**src/rtl/ps2_pkg.sv**
```systemverilog
// Shared PS/2 definitions: transmitter state encoding, keyboard command and
// response bytes, default 50 MHz timing and the host frame builder.
package ps2_pkg;

   typedef logic [2:0] state_t;

   localparam state_t ST_IDLE      = 3'd0;
   localparam state_t ST_INHIBIT   = 3'd1;
   localparam state_t ST_REQ       = 3'd2;
   localparam state_t ST_SEND      = 3'd3;
   localparam state_t ST_ACK       = 3'd4;
   localparam state_t ST_WAIT_IDLE = 3'd5;
   localparam state_t ST_DONE      = 3'd6;

   localparam logic [7:0] CMD_SET_LEDS = 8'hED;
   localparam logic [7:0] CMD_RESET    = 8'hFF;
   localparam logic [7:0] RSP_ACK      = 8'hFA;
   localparam logic [7:0] RSP_RESEND   = 8'hFE;

   localparam int DEF_INHIBIT_CNT   = 6_000;
   localparam int DEF_START_TIMEOUT = 750_000;
   localparam int DEF_BIT_TIMEOUT   = 100_000;
   localparam int DEF_FILTER_LEN    = 8;

   // Host frame shifted out LSB first: data bits, odd parity, stop bit.
   function automatic logic [9:0] make_frame(input logic [7:0] data);
      return {1'b1, ~^data, data};
   endfunction

endpackage

```
**src/rtl/ps2_line_filter.sv**
```systemverilog
// PS/2 line conditioning: 2-FF synchronisers on clock and data, debounce on
// the clock line and a single-cycle pulse on each filtered falling edge.
// Shared between the host transmitter and the receiver.
module ps2_line_filter
   import ps2_pkg::*;
#(
   parameter int FILTER_LEN = DEF_FILTER_LEN
) (
   input  logic clk,
   input  logic rst_b,
   input  logic clk_raw,
   input  logic data_raw,
   output logic clk_filt,
   output logic data_sync,
   output logic fall
);

   localparam int CNT_W = $clog2(FILTER_LEN + 1);

   logic             clk_meta;
   logic             clk_sync;
   logic             data_meta;
   logic [CNT_W-1:0] stable_cnt;

   // Synchronise both pads; reset to 1 because released lines idle high.
   always_ff @(posedge clk or negedge rst_b) begin
      if (!rst_b) begin
         clk_meta  <= 1'b1;
         clk_sync  <= 1'b1;
         data_meta <= 1'b1;
         data_sync <= 1'b1;
      end else begin
         clk_meta  <= clk_raw;
         clk_sync  <= clk_meta;
         data_meta <= data_raw;
         data_sync <= data_meta;
      end
   end

   // Accept a new clock level only after FILTER_LEN consecutive differing samples.
   always_ff @(posedge clk or negedge rst_b) begin
      if (!rst_b) begin
         clk_filt   <= 1'b1;
         stable_cnt <= '0;
         fall       <= 1'b0;
      end else begin
         fall <= 1'b0;
         if (clk_sync == clk_filt) begin
            stable_cnt <= '0;
         end else if (stable_cnt == CNT_W'(FILTER_LEN - 1)) begin
            clk_filt   <= clk_sync;
            stable_cnt <= '0;
            fall       <= clk_filt;
         end else begin
            stable_cnt <= stable_cnt + CNT_W'(1);
         end
      end
   end

endmodule

```
**src/rtl/ps2_host_tx.sv**
```systemverilog
// Host-to-device PS/2 transmitter: inhibit, request-to-send, shift the byte
// out on device clocks, check the ACK bit, report done/error.
// Optional macro PS2_TX_RETRY_EN: failed attempts are retried up to twice
// before done/error are reported.
module ps2_host_tx
   import ps2_pkg::*;
#(
   parameter int INHIBIT_CNT   = DEF_INHIBIT_CNT,
   parameter int START_TIMEOUT = DEF_START_TIMEOUT,
   parameter int BIT_TIMEOUT   = DEF_BIT_TIMEOUT,
   parameter int FILTER_LEN    = DEF_FILTER_LEN
) (
   input  logic       clk,
   input  logic       rst_b,
   input  logic [7:0] tx_data,
   input  logic       tx_valid,
   output logic       tx_ready,
   output logic       done,
   output logic       error,
   output logic       rx_inhibit,
   input  logic       ps2_clk_in,
   input  logic       ps2_data_in,
   output logic       ps2_clk_oe,
   output logic       ps2_data_oe
);

   localparam int MAX_A   = (START_TIMEOUT > BIT_TIMEOUT) ? START_TIMEOUT : BIT_TIMEOUT;
   localparam int MAX_CNT = (MAX_A > INHIBIT_CNT) ? MAX_A : INHIBIT_CNT;
   localparam int TIMER_W = $clog2(MAX_CNT + 1);

   state_t             state, state_n;
   logic [TIMER_W-1:0] timer, timer_n, limit;
   logic [3:0]         idx, idx_n;
   logic [9:0]         shift, shift_n;
   logic               clk_oe_n, data_oe_n;
   logic               failed, failed_n;
   logic               fail, finish;
   logic               clk_filt, data_sync, fall;
`ifdef PS2_TX_RETRY_EN
   logic [1:0]         tries, tries_n;
`endif

   ps2_line_filter #(
      .FILTER_LEN(FILTER_LEN)
   ) u_filter (
      .clk      (clk),
      .rst_b    (rst_b),
      .clk_raw  (ps2_clk_in),
      .data_raw (ps2_data_in),
      .clk_filt (clk_filt),
      .data_sync(data_sync),
      .fall     (fall)
   );

   assign tx_ready   = (state == ST_IDLE);
   assign rx_inhibit = (state != ST_IDLE);
   assign done       = (state == ST_DONE);
   assign error      = (state == ST_DONE) && failed;

   // Next-state logic; a fall always beats a coinciding timeout, and any
   // attempt end (good or bad) funnels through one release/retry path.
   always_comb begin
      state_n   = state;
      timer_n   = timer;
      idx_n     = idx;
      shift_n   = shift;
      clk_oe_n  = ps2_clk_oe;
      data_oe_n = ps2_data_oe;
      failed_n  = failed;
      fail      = 1'b0;
      finish    = 1'b0;
`ifdef PS2_TX_RETRY_EN
      tries_n   = tries;
`endif
      limit = (state == ST_SEND && idx == 4'd0) ? TIMER_W'(START_TIMEOUT - 1)
                                                 : TIMER_W'(BIT_TIMEOUT - 1);
      case (state)
         ST_IDLE: begin
            if (tx_valid) begin
               shift_n   = make_frame(tx_data);
               state_n   = ST_INHIBIT;
               timer_n   = '0;
               clk_oe_n  = 1'b1;
               data_oe_n = 1'b0;
               failed_n  = 1'b0;
`ifdef PS2_TX_RETRY_EN
               tries_n   = 2'd0;
`endif
            end
         end
         ST_INHIBIT: begin
            if (timer == TIMER_W'(INHIBIT_CNT - 1)) begin
               state_n   = ST_REQ;
               data_oe_n = 1'b1;
               timer_n   = '0;
            end else begin
               timer_n = timer + TIMER_W'(1);
            end
         end
         ST_REQ: begin
            state_n  = ST_SEND;
            clk_oe_n = 1'b0;
            idx_n    = 4'd0;
            timer_n  = '0;
         end
         ST_SEND: begin
            if (fall) begin
               data_oe_n = ~shift[idx];
               idx_n     = idx + 4'd1;
               timer_n   = '0;
               if (idx == 4'd9) state_n = ST_ACK;
            end else if (timer == limit) begin
               fail = 1'b1;
            end else begin
               timer_n = timer + TIMER_W'(1);
            end
         end
         ST_ACK: begin
            if (fall) begin
               failed_n = data_sync;
               state_n  = ST_WAIT_IDLE;
               timer_n  = '0;
            end else if (timer == limit) begin
               fail = 1'b1;
            end else begin
               timer_n = timer + TIMER_W'(1);
            end
         end
         ST_WAIT_IDLE: begin
            if (clk_filt && data_sync) begin
               finish = 1'b1;
            end else if (fall) begin
               timer_n = '0;
            end else if (timer == limit) begin
               fail = 1'b1;
            end else begin
               timer_n = timer + TIMER_W'(1);
            end
         end
         ST_DONE: state_n = ST_IDLE;
         default: state_n = ST_IDLE;
      endcase

      if (fail) failed_n = 1'b1;
      if (fail || finish) begin
         clk_oe_n  = 1'b0;
         data_oe_n = 1'b0;
         timer_n   = '0;
         state_n   = ST_DONE;
`ifdef PS2_TX_RETRY_EN
         if (failed_n && tries != 2'd2) begin
            tries_n  = tries + 2'd1;
            failed_n = 1'b0;
            clk_oe_n = 1'b1;
            state_n  = ST_INHIBIT;
         end
`endif
      end
   end

   // State and line-drive registers; reset releases both lines at once.
   always_ff @(posedge clk or negedge rst_b) begin
      if (!rst_b) begin
         state       <= ST_IDLE;
         timer       <= '0;
         idx         <= 4'd0;
         shift       <= '0;
         ps2_clk_oe  <= 1'b0;
         ps2_data_oe <= 1'b0;
         failed      <= 1'b0;
`ifdef PS2_TX_RETRY_EN
         tries       <= 2'd0;
`endif
      end else begin
         state       <= state_n;
         timer       <= timer_n;
         idx         <= idx_n;
         shift       <= shift_n;
         ps2_clk_oe  <= clk_oe_n;
         ps2_data_oe <= data_oe_n;
         failed      <= failed_n;
`ifdef PS2_TX_RETRY_EN
         tries       <= tries_n;
`endif
      end
   end

endmodule
```
**config.mk**
```make
export PLATFORM = sky130hd
export DESIGN_NAME = ps2_host_tx
export DESIGN_NICKNAME = d
export VERILOG_FILES = /design/src/rtl/ps2_pkg.sv /design/src/rtl/ps2_line_filter.sv /design/src/rtl/ps2_host_tx.sv
export SDC_FILE = /design/constraint.sdc
export NUM_CORES = 1
export LEC_CHECK = 0
export ABC_AREA = 1
export CORE_ASPECT_RATIO = 0.8
export CORE_UTILIZATION = 60
export DETAILED_ROUTE_END_ITERATION = 10
export DONT_BUFFER_PORTS = 1
export PLACE_DENSITY_LB_ADDON = 0.05
export SLEW_MARGIN = 20
export SYNTH_ARGS = -nofsm -noshare
export SYNTH_HDL_FRONTEND = slang
export SYNTH_SLANG_ARGS = --single-unit
```
**constraint.sdc**
```tcl
create_clock -name clk -period 2.1 [get_ports clk]
set_input_delay 0.42 -clock clk [delete_from_list [all_inputs] [get_ports clk]]
set_output_delay 0.42 -clock clk [all_outputs]
set_load 0.01 [all_outputs]
```
### Word level (Yosys, flattened, before mapping)

Index checks and enable logic that the tools add are counted.

* flip-flop bits (word level): 50
* output and inout bits: 6
* logic and storage cells: 103
* input bits: 13

* eq/ne operators: 21
* add/sub/neg operators: 3
* bitwise logic cells: 2
* multiplexer cells: 40
* reductions and logical operators: 22
* order comparisons: 1

Operators by type and width (number)
* 20-bit 2-to-1 mux: 7
* 20-bit one-hot mux with 5 select lines: 1
* 20-bit by 1-bit adder with 20-bit output (second input constant): 1
* 20-bit by 13-bit equality test with 1-bit output (second input constant): 1
* 20-bit equality test: 1
* 3-bit 2-to-1 mux: 6
* 3-bit one-hot mux with 6 select lines: 1
* 1-bit 2-to-1 mux: 16
* 4-bit 2-to-1 mux: 3
* 3-bit by 2-bit inequality test with 1-bit output (second input constant): 4
* 3-bit equality test (second input constant): 3
* 3-bit nonzero test: 3
* 4-bit by 1-bit adder with 4-bit output (second input constant): 2
* 4-bit one-hot mux with 2 select lines: 1
* 2-bit AND reduction: 4
* 8-bit XNOR reduction: 1
* 3-bit by 2-bit equality test with 1-bit output (second input constant): 2
* 3-bit by 1-bit inequality test with 1-bit output (second input constant): 2
* 3-bit inequality test (second input constant): 2
* 1-bit one-hot mux with 2 select lines: 3
* 3-bit AND reduction: 2
* 6-bit AND reduction: 1
* 6-bit nonzero test: 1
* 4-bit by 5-bit < comparator with 1-bit output (second input constant): 1
* other kinds (17): 20

### Depth between registers and ports, before layout

Gate-level depths: netlist (run 1).

* word-level depth: 11
* mapped depth: 13
* gate-level depth less buffers: 12

### Cells and area by module

From an unflattened synthesis (run 1), not the netlist that was laid out.

* cell total of the unflattened synthesis: 474
* area, all modules: 3209.3 um^2

Modules (own cells, without submodules)
* ps2_host_tx: seq. area each 1001.0 um^2, cells each 441, area an instance 2839.0 um^2, times used 1
* ps2_line_filter: seq. area each 256.5 um^2, cells each 33, area an instance 370.4 um^2, times used 1

### Worst setup path before layout (run 1)

Ideal clock, no wire load.

* path kind: register to register
* start: register idx[0]
* end: register timer[14]
* period minus slack after synthesis: 1.781 ns
* data arrival time: 1.663 ns
* path buffers: 2
* slack: 0.319 ns
* cell stages (with the launch flop): 13
* cells stage by stage: dfrtp_1 clkbuf_1 inv_1 ha_1 inv_1 nor2_1 nand2_1 nand2_1 nand2_1 nand4_4 buf_6 nand4_1 nand2_1

* cells in the longest elaborated chain, start to end: 11
* elaborated cells between the ends (all ways): 18

Ends and longest elaborated chain
* start, declared: RTL line ps2_host_tx.sv:33 `logic [3:0] idx, idx_n;`
* start signal, assigned: RTL line ps2_host_tx.sv:177 `idx <= idx_n;`
* 4-bit zero test (*): RTL line ps2_host_tx.sv:75 `limit = (state == ST_SEND && idx == 4'd0) ? TIMER_W'(START_TIMEOUT - 1)`
* 1-bit logical AND (*): RTL line ps2_host_tx.sv:75
* 20-bit 2-to-1 mux (*): RTL line ps2_host_tx.sv:75
* 20-bit equality test (*): RTL line ps2_host_tx.sv:112, ps2_host_tx.sv:123, ps2_host_tx.sv:134
* 1-bit 2-to-1 mux: RTL line ps2_host_tx.sv:112, ps2_host_tx.sv:123, ps2_host_tx.sv:134
* 1-bit 2-to-1 mux: RTL line ps2_host_tx.sv:119 `if (fall) begin`
* 1-bit 2-to-1 mux: RTL line ps2_host_tx.sv:130 `if (clk_filt && data_sync) begin`
* 1-bit one-hot mux with 2 select lines: RTL line ps2_host_tx.sv:77 `case (state)`
* 1-bit logical OR: RTL line ps2_host_tx.sv:145 `if (fail || finish) begin`
* 3-bit inequality test (no line) (tied with other cells)
* 3-bit AND reduction (no line)
* end signal, assigned: RTL line ps2_host_tx.sv:176 `timer <= timer_n;`
* end, declared: RTL line ps2_host_tx.sv:32 `logic [TIMER_W-1:0] timer, timer_n, limit;`

Mark *: on every way between the ends. The rest lies on a longest branch, timed or not. The select of a mux whose other input is x is not followed.
A chain may end at the register's enable or synchronous reset.

### Final worst setup path (run 1)

* start: register state[1]
* end: output port error

* cells in the longest elaborated chain, start to end: 2

Ends and longest elaborated chain
* start, declared: RTL line ps2_host_tx.sv:31 `state_t state, state_n;`
* start signal, assigned: RTL line ps2_host_tx.sv:175 `state <= state_n;`
* 3-bit equality test: RTL line ps2_host_tx.sv:58 `assign error = (state == ST_DONE) && failed;`
* 1-bit logical AND: RTL line ps2_host_tx.sv:58
* end, declared: RTL line ps2_host_tx.sv:19 `output logic error,`

No other way between the ends.

==> results of run 1 <==
-- through the flow --
step	hold WS (ps)	utilization [%]	area [um2]	setup slack, ps
after global placement	125	63.9	3220	298
after floorplan	124	-	3150	319
after detailed placement	125	63.9	3220	219
final	90.3	66.8	3370	194
after global routing	75.4	66.8	3370	27.8
after CTS	82.8	66.8	3370	196
-- repair_timing --
item | in CTS | in global routing
endpoints found under the hold margin | 50 | 0
hold buffers | 2 | 0
gates resized for setup | 0 | 0
-- metal layers --
metal  vias to the layer above  track usage, %
li1                       1405               -
met1                      1291            42.6
met2                        93            42.1
met3                         8            6.20
met4                         0            7.33
met5                         -               0
-- kinds of logic (layout without fill, tap and decap cells) --
logic type,count (synthesis),in the layout,synth area share [%]
AO/OA/AOI/OAI,30,30,5.37
XOR/XNOR,19,19,5.29
adder cells (fa/ha/maj),5,5,1.99
buffers and inverters,67,74,8.47
flip-flops,50,50,40.0
AND/OR/NAND/NOR,271,271,38.9
-- cell usage in the layout, fill, tap and decap left out, drive strengths merged, types with 2 or more instances in the layout --
cell	count
nand2	140
nor2	67
inv	58
dfrtp	45
nand3	30
nand4	23
o21ai	20
xor2	10
xnor2	9
clkbuf	6
buf	6
ha	5
dfstp	5
and2	4
or2	3
nor3	3
a21oi	2
o22ai	2
o211ai	2
clkinv	2
-- how the worst min path moves through the flow --
stage / endpoint / from / slack, ps / depth (start not counted)
5_1_grt: u_filter.clk_meta / ps2_clk_in / 80 / 0
4_1_cts: u_filter.clk_meta / ps2_clk_in / 80 / 0
3_5_place_dp: idx[1] / rst_b / 130 / 0
2_1_floorplan: failed / rst_b / 120 / 0
3_3_place_gp: idx[0] / rst_b / 130 / 0
6_report: u_filter.clk_meta / ps2_clk_in / 90 / 0
-- power by group --
part | internal, mW | total [mW] | leakage [nW] | switching, mW
clock network | 0.358 | 0.703 | 0.0554 | 0.345
registers | 1.17 | 1.37 | 0.646 | 0.198
logic | 0.379 | 1.16 | 0.958 | 0.779
total | 1.91 | 3.23 | 1.66 | 1.32
-- cell type report --
cell class	instances	area, um2
Sequential cell	50	1260
Clock buffer	6	72.6
Fill cell	443	1670
Inverter	59	221
Multi-Input combinational cell	325	1620
Tap cell	62	77.6
Timing Repair Buffer	7	75.1
Clock inverter	2	38.8
-- sequential cells by signal (all words and copies together), names as in the netlist --
signal,flops
ps2_data_oe,1
state,3
idx,4
u_filter.stable_cnt,4
u_filter.clk_filt,1
u_filter.clk_sync,1
ps2_clk_oe,1
u_filter.data_meta,1
failed,1
timer,20
u_filter.fall,1
u_filter.clk_meta,1
shift,10
u_filter.data_sync,1
-- critical path, cell delays in order (launching register included) --
cell and delay (ps):
dfrtp_1 580, nand2_1 120, nor2_1 140, inv_1 90
nor2_1 230
==> impl_metrics.yaml, run 1 <==
run_status:
  status: "finished clean"
critical_path:
  r2r_end: "timer[8]"
  r2r-start: "timer[0]"
  setup.worst_path.end_class: "primary output"
  r2r_slack_ps: 210
  crit_start: "state[1]"
  worstPathMaxFanout: 7
  cp_data_required_time_ps: 1680
  reg2reg_depth: 8
  cp.arrival_ps: 1490
  endpoint: "error"
  setup.worst_path.start_class: "flop"
  worst-setup-path-type: "flop to primary output"
hold_path:
  hp-class: "input port to flop"
detailed_routing:
  wl_met2_mm: 2.98
  wl_per_cell_um: 14.5
  wl_met3_um: 489
  drtIter0Drc: 225
  wl_met1_mm: 3.83
  final_antenna_net_count: 0
  viasPerCell: 5.47
  first_pass_iters: 5
  vias: 2797
  totalWireLength_mm: 7.39
  highest_layer: "met4"
  drcViolationCount: 0
pwr:
  p_per_area_mw_per_mm2: 961
  leakage_nw: 1.66
  finalPower_mw: 3.23
  ir_drop_mv: 0.821
placed_design:
  dp.cells: 501
  place.gp.congestion: 0.923
  hpwl_mm: 5.51
  portBuffers: 0
logic_synthesis:
  ys_seq_area_share_pct: 40.0
  syn-num-nets: 460
  yosys-top-cells-area: "dfrtp_1, nand2_1, nor2_1"
  synth_top_area_share_pct: 35.8
  synth_most_common_cell: "nand2_1"
  syn-instance-count: 442
  synth_seq_cells: 50
  synth_cell_type_count: 37
  synthTopCellsByCount: "nand2_1, nor2_1, inv_1"
  synth_edf_count: 0
  netlist_area_mm2: 0.00315
  avgSynthCellArea_um2: 7.12
  yosys_warnings: 0
  synthFlopType: "dfrtp_1"
  synthArstFlopShare_pct: 100
  yosysTopAreaCell: "dfrtp_1"
cts:
  cts_root_buf: "clkbuf_8"
  clkLatencyLatePin_ps: 310
  htreeDepth: 2
  path_clk_slew_ps: 90
  postCtsSetupRepairBufs: 0
  cts.path.max_buffers: 2
  clock-sinks: 50
  cts_buffers: 5
  cts_tree: "built"
timing:
  finalCritPeriodShare_pct: 90.7
  report.final.hold_viol_count: 0
  max_slew_margin_pct: 61.9
  finalClockSkew_ps: 5.92
  fin_setup_tns_ps: 0
  finalSetupViolCount: 0
  max_freq_mhz: 525
  tightestPinTransition_ps: 571
  post-route-min-period_ps: 1910
  rsz0062_at_grt: "false"
  maxSlewViolCount: 0
floorplanning:
  die_w_um: 83.0
  die_area_mm2: 0.00554
  die_h_um: 66.8
  num_rows: 23
  core_mm2: 0.00504
  start_util_pct: 62.5
  ioPinCount: 19
global_route:
  grt_pass1_wl_mm: 12.3
  grtUsageTotal_pct: 28.7
  overflow: 0
  grt_max_degree: 51
  grt_pass1_vias: 2508
  antenna_found_initial: 0
finish:
  fin_cells: 511
  area_growth_pct: 6.96
  layout-drive-gt1-share_pct: 9.58
  final_nets: 466
  diodes: 0
job:
  maxCapViolCount: 0
(Power assumes the default switching activity.)
==> run 2: changes to the inputs <==
--- a/config.mk
+++ b/config.mk
@@ -8,9 +8,11 @@
 export ABC_AREA = 1
 export CORE_ASPECT_RATIO = 0.8
 export CORE_UTILIZATION = 60
+export CTS_BUF_LIST = sky130_fd_sc_hd__clkbuf_2
 export DETAILED_ROUTE_END_ITERATION = 10
 export DONT_BUFFER_PORTS = 1
 export PLACE_DENSITY_LB_ADDON = 0.05
+export REMOVE_ABC_BUFFERS = 1
 export SLEW_MARGIN = 20
 export SYNTH_ARGS = -nofsm -noshare
 export SYNTH_HDL_FRONTEND = slang
==> impl_metrics.yaml, run 2 (synthesis gave the netlist of run 1 again) <==
finish:
  nFillCells: 443
  reg.largest.list: "timer (20), shift (10)"
  area_growth_pct: 6.96
  final_core_util_pct: 66.8
  mostFrequentLayoutCell: "nand2_1"
  layout-drive-gt1-share_pct: 10.8
  layout_common_cells: "nand2_1, nor2_1, inv_1, dfrtp_1, nand3_1"
  final_nets: 470
  largest_reg_flops: 20
  largest_register: "timer"
  diodes: 0
timing:
  rsz0062_at_grt: "false"
  max_freq_mhz: 501
  tightestPinTransition_ps: 573
  finalClockSkew_ps: 25.3
  report.final.hold_viol_count: 0
  setup_slack_ps: 103
  max_slew_margin_pct: 61.8
  finalSetupViolCount: 0
  maxSlewViolCount: 0
  worst_hold_slack_ps: 49.9
  finalCritPeriodShare_pct: 95.1
  fin_setup_tns_ps: 0
  post-route-min-period_ps: 2000
floorplanning:
  die_w_um: 83.0
  die_area_mm2: 0.00554
  ioPinCount: 19
  num_rows: 23
  start_util_pct: 62.5
  die_h_um: 66.8
  core_mm2: 0.00504
cts:
  htreeDepth: 2
  cts_buffers: 5
  cts_root_buf: "clkbuf_2"
  cts.path.max_buffers: 2
  clock-sinks: 50
  cts_tree: "built"
  path_clk_slew_ps: 290
  clkLatencyLatePin_ps: 460
pwr:
  p_comb_share_pct: 38.8
  leakage_nw: 1.66
  p_sw_mw: 1.35
  seqPwrFrac_pct: 43.3
  clockPowerShare_pct: 17.9
  ir_drop_mv: 0.711
  power.internal_mw: 1.79
  finalPower_mw: 3.14
  p_per_area_mw_per_mm2: 932
  swShare_pct: 42.9
detailed_routing:
  drtIter0Drc: 231
  drcViolationCount: 0
  viasPerCell: 5.52
  first_pass_iters: 5
  totalWireLength_mm: 7.36
  wl_per_cell_um: 14.3
  vias: 2841
  final_antenna_net_count: 0
global_route:
  grt_pass1_vias: 2461
  grtUsageTotal_pct: 27.6
  overflow: 0
  grt_pass1_wl_mm: 11.9
  antenna_found_initial: 0
  grt_max_degree: 51
critical_path:
  setup.worst_path.end_class: "primary output"
  setup.worst_path.start_class: "flop"
  worst-setup-path-type: "flop to primary output"
  cp.arrival_ps: 1580
  cp_data_required_time_ps: 1680
  worstPathMaxFanout: 7
hold_path:
  hp-class: "input port to flop"
job:
  maxCapViolCount: 0
placed_design:
  dp_slack_ps: 177
  hpwl_mm: 5.37
  place.gp.congestion: 0.925
  portBuffers: 0
run_status:
  status: "finished clean"
run 2: changes by cell type in the layout (fill, tap and decap cells not counted):
cell           before  now
buf_4               5    7
clkbuf_1            1    0
clkbuf_2            0    5
clkbuf_8            5    0
clkinv_4            1    0
dfrtp_1            45   42
dfrtp_2             0    3
dlygate4sd3_1       1    3
inv_6               0    2
run 2: metal layers:
layer | track usage [%] | up-vias | wire length, um
met5 | 0 | - | 0
met4 | 6.68 | 0 | 78
met3 | 4.71 | 9 | 378
met2 | 40.4 | 85 | 3100
met1 | 42.2 | 1334 | 3800
li1 | - | 1413 | -
run 2: worst paths after layout:
kind | start | end | slack [ps] | cells past startpoint
setup / recovery | state[2] | rx_inhibit | 100 | 4
hold / removal | tx_data[0] | shift[0] | 50 | 2
setup reg to reg | timer[0] | timer[7] | 160 | 8
max in group asynchronous | rst_b | u_filter.clk_filt | 1390 | 2
hold reg to reg | u_filter.data_meta | u_filter.data_sync | 380 | 0
min in group asynchronous | rst_b | state[0] | 400 | 2
run 2: repair_timing:
action / 4_1_cts / 5_1_grt
hold buffers: 4 / 0
endpoints found under the hold margin: 52 / 0
setup buffers: 0 / 2
gates resized for setup: 1 / 2
setup endpoints to repair: 1 / 2
run 2: metrics by stage:
stage | instance area [um2] | cells
finish | 3370 | 515
global route | 3370 | 515
CTS | 3350 | 513
global placement | 3220 | 501
detailed placement | 3220 | 501
floorplan | 3100 | 434
run 2: final cells by class:
type / instances / area, um2 / area share (%)
Multi-Input combinational cell: 325 / 1620 / 48.2
Clock inverter: 3 / 47.5 / 1.41
Clock buffer: 5 / 25.0 / 0.743
Sequential cell: 50 / 1260 / 37.5
Inverter: 59 / 221 / 6.58
Tap cell: 62 / 77.6 / 2.30
Timing Repair Buffer: 11 / 110 / 3.27
run 2: power by group through the flow:
| stage | registers [mW] | clock network [mW] | logic (mW) |
|---|---|---|---|
| 5_1_grt | 1.38 | 0.593 | 1.36 |
| 3_3_place_gp | 1.37 | 0 | 1.12 |
| 3_5_place_dp | 1.38 | 0 | 1.13 |
| 4_1_cts | 1.36 | 0.572 | 1.17 |
| 2_1_floorplan | 1.34 | 0 | 0.866 |
| 6_report | 1.36 | 0.561 | 1.22 |
run 2: critical path, cell delays in order (launching register included):
cell,delay (ps)
dfrtp_2,540
inv_2,120
nand2_1,150
nor2_4,200
inv_1,100
==> run 3: changes to the inputs <==
--- a/config.mk
+++ b/config.mk
@@ -16,4 +16,5 @@
 export SLEW_MARGIN = 20
 export SYNTH_ARGS = -nofsm -noshare
 export SYNTH_HDL_FRONTEND = slang
+export SYNTH_HIERARCHICAL = 1
 export SYNTH_SLANG_ARGS = --single-unit
==> impl_metrics.yaml, run 3 <==
run_status:
  status: "finished clean"
critical_path:
  cp_num_buf_inv: 0
  worst-setup-path-type: "flop to primary output"
  setup.worst_path.end_class: "primary output"
  path_cells: "nand2_1 -> nor3b_1"
  cp_data_required_time_ps: 1680
  cp.arrival_ps: 1570
  setup.worst_path.start_class: "flop"
  slowest_delay_ps: 590
  slowest_stage: "dfrtp_1"
  worstPathMaxFanout: 7
  cpLargestDelayFamily: "flip-flops"
logic_synthesis:
  synth_most_common_cell: "nand2_1"
  synthTopCellsByCount: "nand2_1, nor2_1, inv_1"
  synth_edf_count: 0
  yosysTopAreaCell: "dfrtp_1"
  avgSynthCellArea_um2: 6.77
  syn-instance-count: 474
  synthArstFlopShare_pct: 100
  ys_seq_area_share_pct: 39.2
  synthFlopType: "dfrtp_1"
  synth_top_area_share_pct: 35.1
  yosys_warnings: 6
  yosys-top-cells-area: "dfrtp_1, nand2_1, nor2_1"
  synth_seq_cells: 50
  synth_cell_type_count: 31
  netlist_area_mm2: 0.00321
finish:
  diodes: 0
  final_nets: 502
  mostFrequentLayoutCell: "nand2_1"
  largest_reg_flops: 20
  layout-drive-gt1-share_pct: 7.84
  largest_register: "timer"
  area_growth_pct: 6.43
  reg.largest.list: "timer (20), shift (10)"
  layout_common_cells: "nand2_1, nor2_1, inv_1, dfrtp_1, nand3_1"
floorplanning:
  die_area_mm2: 0.00565
  start_util_pct: 63.4
  core_mm2: 0.00506
  die_h_um: 67.4
  num_rows: 23
  ioPinCount: 19
  die_w_um: 83.8
placed_design:
  portBuffers: 0
  dp_slack_ps: 277
  place.gp.congestion: 0.965
  hpwl_mm: 5.52
detailed_routing:
  vias: 3017
  first_pass_iters: 5
  wl_per_cell_um: 13.7
  drtIter0Drc: 306
  wl_met3_um: 556
  wl_met1_mm: 3.88
  wl_met2_mm: 2.99
  totalWireLength_mm: 7.51
  drcViolationCount: 0
  highest_layer: "met4"
  viasPerCell: 5.52
  final_antenna_net_count: 0
timing:
  max_slew_margin_pct: 67.2
  rsz0062_at_grt: "false"
  finalCritPeriodShare_pct: 94.9
  report.final.hold_viol_count: 0
  finalSetupViolCount: 0
  post-route-min-period_ps: 1990
  max_freq_mhz: 502
  fin_setup_tns_ps: 0
  finalClockSkew_ps: 38.8
  tightestPinTransition_ps: 492
  setup_slack_ps: 107
  maxSlewViolCount: 0
global_route:
  antenna_found_initial: 0
  grt_pass1_vias: 2721
  grtUsageTotal_pct: 29.6
  overflow: 0
  grt_pass1_wl_mm: 13.0
  grt_max_degree: 51
cts:
  cts_buffers: 5
  clkLatencyLatePin_ps: 480
  cts.path.max_buffers: 2
  cts_root_buf: "clkbuf_2"
  cts_tree: "built"
  htreeDepth: 2
  path_clk_slew_ps: 280
  clock-sinks: 50
pwr:
  p_per_area_mw_per_mm2: 867
  leakage_nw: 1.75
  ir_drop_mv: 0.871
job:
  maxCapViolCount: 0
hold_path:
  hp-class: "input port to flop"
[run 3: changes by cell type after synthesis, sizes merged, moves of 2 or more]
cell   before  now
nand2     140  171
nand3      30   37
nor2       67   70
or2         3    0
xor2       10    7
a21oi       2    4
and2        4    2
o22ai       2    0
[run 3: path summary, 6_finish.rpt]
| path | startpoint | end | slack [ps] | cells past startpoint |
|---|---|---|---|---|
| worst max-delay path | state[1] | error | 110 | 2 |
| worst min-delay path | tx_data[2] | shift[2] | 20 | 2 |
| worst max register to register | timer[0] | timer[17] | 200 | 10 |
| worst min register to register | u_filter/clk_meta | u_filter/clk_sync | 380 | 0 |
| max in group asynchronous | rst_b | u_filter/data_sync | 1420 | 2 |
| min in group asynchronous | rst_b | idx[3] | 380 | 2 |
[run 3: repair_timing]
item | CTS | global route
gates resized for setup | 0 | 0
hold endpoints to repair | 53 | 1
buffers inserted | 0 | 0
hold buffers | 5 | 1
[run 3: layout make-up]
cell class                      instances  area (um2)
Inverter                               58         218
Sequential cell                        50        1260
Multi-Input combinational cell        357        1690
Tap cell                               62        77.6
Clock inverter                          3        26.3
Fill cell                             465        1650
Timing Repair Buffer                   12         123
Clock buffer                            5        25.0
[run 3: per-layer routing]
| metal | up-vias | track usage (%) |
|---|---|---|
| met2 | 109 | 43.8 |
| met1 | 1392 | 44.3 |
| met5 | - | 0 |
| met3 | 10 | 5.13 |
| li1 | 1506 | - |
| met4 | 0 | 9.11 |
[run 3: logic make-up after synthesis]
family,count (synthesis),synth area share (%)
compound gates,26,4.41
xor+xnor,17,4.64
fa+ha+maj,5,1.95
buf+inv,67,8.19
flops,50,39.2
simple gates,309,41.6
[run 3: through the flow]
step           util, %  cell area [um2]  hold WS (ps)  power [mW]  cells
3_3_place_gp      64.9             3290           125        2.46    533
2_1_floorplan        -             3160           124        2.17    465
6_report          67.4             3420          22.1        2.96    547
3_5_place_dp      64.9             3290           125        2.49    533
4_1_cts           67.2             3410        0.0694        2.97    546
5_1_grt           67.4             3420          9.34        3.19    547
[run 3: worst register-to-register path: cells and delay by family, from the launching register on]
kind	cells	cell delay, ps
and+or+nand+nor	8	980
DFF	1	500
adders and majority gates	1	260
buffers and inverters	1	90
[run 3: where the power goes]
group	switching (mW)	total, mW	internal, mW
combinational	0.791	1.16	0.365
sequential	0.191	1.36	1.17
clock	0.351	0.448	0.0971
